--- config.mk ---
export PLATFORM = sky130hd
export DESIGN_NAME = execute_stage
export DESIGN_NICKNAME = d
export VERILOG_FILES = /design/src/rtl/execute_stage.sv
export SDC_FILE = /design/constraint.sdc
export NUM_CORES = 1
export LEC_CHECK = 0
export CORE_AREA = 5 5 114 116
export DETAILED_ROUTE_END_ITERATION = 6
export DIE_AREA = 0 0 119 121
export PLACE_DENSITY_LB_ADDON = 0.12
export REMOVE_ABC_BUFFERS = 1
export SETUP_SLACK_MARGIN = 0.2
export SYNTH_ARGS = -nofsm -noshare
export SYNTH_HDL_FRONTEND = slang
export SYNTH_SLANG_ARGS = --single-unit
--- constraint.sdc ---
create_clock -name clk -period 4.37 [get_ports clk]
set_clock_uncertainty 0.2 [all_clocks]
set_input_delay 0.874 -clock clk [delete_from_list [all_inputs] [get_ports clk]]
set_output_delay 0.874 -clock clk [all_outputs]
set_load 0.005 [all_outputs]
--- src/rtl/execute_stage.sv ---
// Execute stage for a 4 x 8-bit register file: single-cycle ALU ops write back
// the cycle after acceptance; MUL runs an 8-step shift-add before its write-back.
module execute_stage (
  input  logic       clk,
  input  logic       rst,
  input  logic       op_valid,
  output logic       op_ready,
  input  logic [2:0] opcode,
  input  logic [1:0] dest_reg,
  input  logic [7:0] operand_a,
  input  logic [7:0] operand_b,
  output logic [7:0] write_data,
  output logic [1:0] write_reg,
  output logic       write_reg_en,
  output logic [2:0] czn,
  output logic       busy
);
  localparam logic [2:0] OP_ADD = 3'd0, OP_SUB = 3'd1, OP_AND = 3'd2, OP_OR = 3'd3,
                         OP_XOR = 3'd4, OP_SHL = 3'd5, OP_MUL = 3'd6, OP_NOP = 3'd7;

  typedef enum logic [1:0] {S_IDLE, S_MUL, S_WB} state_t;

  state_t      state_q, state_d;
  logic [7:0]  write_data_q, write_data_d;
  logic [1:0]  write_reg_q, write_reg_d;
  logic [2:0]  czn_q, czn_d;
  logic [1:0]  dest_q, dest_d;
  logic [15:0] acc_q, acc_d;
  logic [15:0] mcand_q, mcand_d;
  logic [7:0]  mplier_q, mplier_d;
  logic [3:0]  cnt_q, cnt_d;

  logic [8:0]  alu_full;
  logic [7:0]  alu_res;
  logic        alu_c;
  logic        accept;

  assign op_ready     = (state_q != S_MUL);
  assign busy         = (state_q == S_MUL);
  assign write_reg_en = (state_q == S_WB);
  assign write_data   = write_data_q;
  assign write_reg    = write_reg_q;
  assign czn          = czn_q;
  assign accept       = op_valid && op_ready;

  // Bit 8 of the 9-bit add/sub is carry-out for ADD and borrow for SUB.
  always_comb begin
    alu_full = 9'd0;
    alu_c    = 1'b0;
    case (opcode)
      OP_ADD:  begin alu_full = {1'b0, operand_a} + {1'b0, operand_b}; alu_c = alu_full[8]; end
      OP_SUB:  begin alu_full = {1'b0, operand_a} - {1'b0, operand_b}; alu_c = alu_full[8]; end
      OP_AND:  alu_full = {1'b0, operand_a & operand_b};
      OP_OR:   alu_full = {1'b0, operand_a | operand_b};
      OP_XOR:  alu_full = {1'b0, operand_a ^ operand_b};
      OP_SHL:  begin alu_full = {1'b0, operand_a[6:0], 1'b0}; alu_c = operand_a[7]; end
      default: alu_full = 9'd0;
    endcase
    alu_res = alu_full[7:0];
  end

  always_comb begin
    state_d      = state_q;
    write_data_d = write_data_q;
    write_reg_d  = write_reg_q;
    czn_d        = czn_q;
    dest_d       = dest_q;
    acc_d        = acc_q;
    mcand_d      = mcand_q;
    mplier_d     = mplier_q;
    cnt_d        = cnt_q;
    if (state_q == S_MUL) begin
      acc_d    = acc_q + (mplier_q[0] ? mcand_q : 16'd0);
      mcand_d  = {mcand_q[14:0], 1'b0};
      mplier_d = {1'b0, mplier_q[7:1]};
      cnt_d    = cnt_q + 4'd1;
      if (cnt_q == 4'd7) begin
        state_d      = S_WB;
        write_data_d = acc_d[7:0];
        write_reg_d  = dest_q;
        czn_d        = {acc_d[7], (acc_d[7:0] == 8'd0), (acc_d[15:8] != 8'd0)};
      end
    end else begin
      state_d = S_IDLE;
      if (accept) begin
        case (opcode)
          OP_NOP: state_d = S_IDLE;
          OP_MUL: begin
            state_d  = S_MUL;
            dest_d   = dest_reg;
            acc_d    = 16'd0;
            mcand_d  = {8'd0, operand_a};
            mplier_d = operand_b;
            cnt_d    = 4'd0;
          end
          default: begin
            state_d      = S_WB;
            write_data_d = alu_res;
            write_reg_d  = dest_reg;
            czn_d        = {alu_res[7], (alu_res == 8'd0), alu_c};
          end
        endcase
      end
    end
  end

  always_ff @(posedge clk or negedge rst) begin
    if (!rst) begin
      state_q      <= S_IDLE;
      write_data_q <= 8'd0;
      write_reg_q  <= 2'd0;
      czn_q        <= 3'd0;
      dest_q       <= 2'd0;
      acc_q        <= 16'd0;
      mcand_q      <= 16'd0;
      mplier_q     <= 8'd0;
      cnt_q        <= 4'd0;
    end else begin
      state_q      <= state_d;
      write_data_q <= write_data_d;
      write_reg_q  <= write_reg_d;
      czn_q        <= czn_d;
      dest_q       <= dest_d;
      acc_q        <= acc_d;
      mcand_q      <= mcand_d;
      mplier_q     <= mplier_d;
      cnt_q        <= cnt_d;
    end
  end
endmodule

==> flow_summary.yaml <==
run_status:
  outcome: "completed"
placed_design:
  placed_area_um2: 5170
  hpwlAfterDp_um: 9520
  globalplace.congestion: 0.896
  io_buffers: 39
min_path:
  hp-class: "flip-flop to flip-flop"
detailed_routing:
  ant_nets: 0
  wirelength_um: 13100
  dr.pass1.iters: 5
  drtIter0Drc: 224
  wire_per_inst_um: 17.3
  via_per_inst: 5.66
  drc: 0
  num_vias: 4282
timing:
  rsz0062_at_grt: "false"
  tns_ns: 0
  slew-limit-headroom_pct: 47.8
  setup-violations-final: 0
  finalHoldViolCount: 0
  final.hold.worst_slack_ns: 0.283
  max_freq_mhz: 274
  period_needed_ns: 3.64
  period_share_pct: 83.4
  tightest_slew_ns: 0.782
  maxSlewViolCount: 0
yosys:
  async_flop_share_pct: 100
  netlist.area_leader.share_pct: 32.2
  synthTopCellsByArea: "dfrtp_1, ha_1, nand2_1"
  netlist_area_um2: 4660
  ys_ff_latch: 60
  syn_avg_cell_area_um2: 8.09
  yosysTopAreaCell: "dfrtp_1"
  synth_edf_count: 0
  yosys_warnings: 0
  yosysUniqueCellTypes: 66
  yosysMostFrequentCell: "nand2_1"
  ys.flop_type: "dfrtp_1"
  post_synth_inst_count: 576
  yosysSeqAreaShare_pct: 32.2
  synth_commonest_cells: "nand2_1, dfrtp_1, o21ai_0"
clock_network:
  cts_max_level: 3
  postCtsSetupBuffers: 0
  cts.sinks: 60
  cts_buffers: 9
  clock_path_buffers: 2
  cts_resized: 0
  clock_latency_ns: 0.33
  cts-root-buf: "clkbuf_16"
  clkSlewWorstSetupHoldPaths_ns: 0.05
  cts_tree: "yes"
  cts_hold_buf: 0
setup_path:
  worstSetupPathType: "flip-flop to flip-flop"
  worst-path-max-fanout: 17
  endpoint_kind: "flip-flop"
  arrival_ns: 3.65
  worst_setup_path_start_kind: "flip-flop"
  max_stage_delay_ns: 0.57
  worst_path_max_delay_cell: "dfrtp_1"
  crit_path_cell_trace: "and2_1, ha_1, fa_1, a211oi_1, o21ai_0, a31oi_1, xnor2_1, nor3b_1, nand4_1, o41a_1"
  critical_path.top_delay_family: "compound AO/OA/AOI/OAI gates"
  worstPathRequired_ns: 4.37
  cp_num_buf_inv: 0
global_routing:
  antenna_found_initial: 0
  grt_usage_pct: 18.7
  grt_pass1_vias: 4176
  grt_overflow: 0
  grt_max_degree: 62
  grt_pass1_wl_um: 21800
floorplanning:
  die_area_um2: 14400
  initial_utilization_pct: 39.4
  io_pins: 40
  die_h_um: 121
  core_um2: 11800
  chipWidth_um: 119
  num_rows: 40
power:
  power_per_cell_area_nw_per_um2: 468
  p_leak_nw: 2.47
  max-vdd-ir-drop_mv: 0.203
finish:
  syn2layout_area_growth_pct: 17.6
  num_antenna_cells: 0
  reg_top3: "acc_q (16), mcand_q (16), mplier_q (8)"
  utilization_pct: 46.4
  drive_above_1_share_pct: 6.89
  postLayoutCellArea_um2: 5480
  nets: 673
flow_run:
  max_cap_viol_count: 0
cells by family (layout without fill, tap and decap cells):
| kind of cell | after synthesis | count (layout) | share of synthesized area (%) |
|---|---|---|---|
| adder cells (fa/ha/maj) | 44 | 44 | 12.3 |
| multiplexers | 9 | 9 | 2.04 |
| flip-flops | 60 | 60 | 32.2 |
| buffers and inverters | 61 | 95 | 5.40 |
| XOR/XNOR | 16 | 16 | 3.01 |
| AND/OR/NAND/NOR | 213 | 213 | 21.4 |
| AO/OA/AOI/OAI | 173 | 173 | 23.6 |
worst paths after layout:
kind	startpoint	endpoint	slack, ns	cells past startpoint
setup reg to reg	mplier_q[0]	czn[0]	0.73	10
min in group asynchronous	rst	mplier_q[3]	0.43	1
hold reg to reg	mplier_q[5]	mplier_q[4]	0.28	2
max in group asynchronous	rst	state_q[0]	2.66	2
hold / removal	mplier_q[5]	mplier_q[4]	0.28	2
setup / recovery	mplier_q[0]	czn[0]	0.73	10
through the flow:
step | cells | power, mW | worst slack, ns
after detailed placement | 741 | 1.84 | 0.479
after floorplan | 544 | 1.50 | 0.779
after global routing | 757 | 2.77 | 0.587
final | 757 | 2.56 | 0.727
after global placement | 741 | 1.82 | 0.498
after CTS | 757 | 2.59 | 0.748
area by class of cell:
| cell class | instances | area [µm²] |
|---|---|---|
| fillers | 1199 | 6330 |
| flip-flops and latches | 60 | 1500 |
| inverters | 29 | 109 |
| well taps | 147 | 184 |
| repair buffers | 50 | 468 |
| multi-input cells | 455 | 2910 |
| clock inverters | 4 | 47.5 |
| clock buffers | 12 | 256 |
cell usage in the layout (no fill, tap or decap), types with 4 or more instances in the layout:
cell type        synthesis  layout
a211oi_1                 8       8
a21o_1                   9       9
a21oi_1                 46      46
a221oi_1                 4       4
a31oi_1                  8       8
and2_1                  17      17
and3_1                   4       4
buf_4                    1      11
clkbuf_16                0       9
clkdlybuf4s50_1          0      38
dfrtp_1                 60      60
ha_1                    41      41
inv_1                   26      26
mux2_2                   4       4
mux2i_1                  5       5
nand2_1                 80      80
nand2b_1                 5       4
nand3_1                 26      26
nand4_1                  5       5
nor2_1                  45      45
nor2b_1                  6       6
nor3_1                  10      10
o211ai_1                 5       5
o21ai_0                 55      55
o31ai_1                  4       4
xnor2_1                 10      10
xor2_1                   6       6
tightest hold or removal path, delay by kind of cell, from the launching register on:
kind | cells | cell delay, ns
and+or+nand+nor | 1 | 0.05
AOI/OAI and AO/OA | 1 | 0.06
DFF | 1 | 0.34
layer usage:
metal / GRT usage, % / share of wire, % / vias to the layer above
met2: 30.5 / 46 / 112
met1: 25.6 / 48 / 2053
met3: 2.61 / 4.4 / 13
met4: 6.08 / 1.5 / 0
met5: 0 / 0 / -
li1: - / - / 2104
where the power goes:
part | switching (mW) | internal [mW]
Clock | 0.254 | 0.470
Sequential | 0.145 | 0.738
Combinational | 0.542 | 0.414
Total | 0.941 | 1.62
No activity file was read; power rests on OpenSTA's default activity.
==> edit (same settings) <==
`write_data_q` no longer has a reset.
--- a/src/rtl/execute_stage.sv
+++ b/src/rtl/execute_stage.sv
@@ -109,3 +109,2 @@
       state_q      <= S_IDLE;
-      write_data_q <= 8'd0;
       write_reg_q  <= 2'd0;
@@ -119,3 +118,2 @@
       state_q      <= state_d;
-      write_data_q <= write_data_d;
       write_reg_q  <= write_reg_d;
@@ -129,2 +127,6 @@
   end
+
+  always_ff @(posedge clk) begin
+    write_data_q <= write_data_d;
+  end
 endmodule
Behaviour: not the same (a bounded check fails within 4 cycles, from zero or initial values and one cycle with rst low).
==> edit against the unedited design <==
  * First-iteration DRC count fell by 21%
  * Routed wire length fell by 8.1%
  * Area after synthesis fell by 0.67%
  * Setup slack improved by 0.16 ns
  * Sequential cell count rose by 1
  * Synthesized cell count fell by 3.6%
  * Final area fell by 0.48%
  * Hold slack got worse by 0.0060 ns
  * Die area did not move
  * Highest routed layer unchanged
  * Power rose by 1.9%
  * Sequential share of layout area rose by 1.3 points
  * Sequential power rose by 2.7%
  * Largest power group unchanged
==> edit: results (changes against the unedited design) <==
| Metric | Value |
|---|---|
| Outcome | completed (unchanged) |
| Routability congestion estimate from global placement | 0.9648 (was 0.8955) |
| Post-detailed-placement half-perimeter wirelength | 9124 um (was 9522 um) |
| Met3 global-route usage | 3.357% (was 2.611%) |
| Per-cell routed wire length | 16.36 um (was 17.34 um) |
| GRT Overall Usage | 17.40% (was 18.70%) |
| Share of layout cells above drive strength 1 | 7.119% (was 6.885%) |
| Final net count | 655 (was 673) |
| Port Buffers | 39 (unchanged) |
| Fraction of met1 tracks used by global routing | 23.72% (was 25.58%) |
| Power in combinational cells | 997 uW (was 957 uW) |
| Async set or reset register ratio after synthesis | 86.89% (was 100.0%) |
| Met3 wire len | 331 um (was 582 um) |
| Actual slew at the worst max-slew pin | 1.018 ns (was 0.7824 ns) |
| Number of enable-type register cells in the synthesized netlist | 8 (was 0) |
| DRT met1 WL | 5921 um (was 6253 um) |
| Critical path startpoint | operand_a[4] (was mplier_q[0]$_DFFE_PN0P_) |
| Cell Count Post-Placement | 723 (was 741) |
| Worst-case setup slack after placement | 0.5644 ns (was 0.4787 ns) |
| Routed wire length on met2 | 5640 um (was 6088 um) |
| Most instantiated cells after synthesis | sky130_fd_sc_hd__nand2_1, sky130_fd_sc_hd__dfrtp_1, sky130_fd_sc_hd__a21oi_1 (was sky130_fd_sc_hd__nand2_1, sky130_fd_sc_hd__dfrtp_1, sky130_fd_sc_hd__o21ai_0) |
| Seq/Total Area, Yosys | 33.86% (was 32.23%) |
| Cell types with the largest area share after synthesis | sky130_fd_sc_hd__dfrtp_1, sky130_fd_sc_hd__ha_1, sky130_fd_sc_hd__nand2_1, sky130_fd_sc_hd__edfxtp_1, sky130_fd_sc_hd__a21oi_1 (was sky130_fd_sc_hd__dfrtp_1, sky130_fd_sc_hd__ha_1, sky130_fd_sc_hd__nand2_1, sky130_fd_sc_hd__o21ai_0, sky130_fd_sc_hd__a21oi_1) |
| First-pass GRT wire length | 20,330 um (was 21,800 um) |
| Worst-path maximum fanout | 12 (was 17) |
| Clk pwr share | 27.1% (was 28.3%) |
| Hold path start | mplier_q[2]$_DFFE_PN0P_ (was mplier_q[5]$_DFFE_PN0P_) |
| Per-cell via count in the routed design | 5.510 (was 5.657) |
| Internal power summed over all cells | 1666 uW (was 1623 uW) |
| Leakage power total | 0.002440 uW (was 0.002465 uW) |
| Power per Cell Area | 479.2 mW/mm2 (was 468.1 mW/mm2) |
| DRT Wirelength | 12,060 um (was 13,130 um) |
edit: worst paths after layout:
check	endpoint	slack (ns)	cells past startpoint
setup / recovery	czn[2]$_DFFE_PN0P_	0.88	10
hold / removal	mplier_q[1]$_DFFE_PN0P_	0.28	2
setup reg to reg	czn[0]$_DFFE_PN0P_	1.02	10
hold reg to reg	mplier_q[1]$_DFFE_PN0P_	0.28	2
max in group asynchronous	acc_q[8]$_DFFE_PN0P_	2.68	2
min in group asynchronous	mplier_q[2]$_DFFE_PN0P_	0.52	1
edit: cells by family after synthesis:
family | Yosys count | share of synthesized area, %
simple gates | 211 | 21.82
compound gates | 160 | 22.63
flops | 61 | 33.86
buf+inv | 57 | 4.868
fa+ha+maj | 44 | 12.39
xor+xnor | 17 | 3.218
mux | 5 | 1.217
edit: layout make-up:
cell class	instances	area [um2]
fillers	1204	6359
multi-input cells	437	2838
flip-flops and latches	61	1567
repair buffers	49	460.4
clock buffers	14	295.3
well taps	147	183.9
inverters	29	108.9
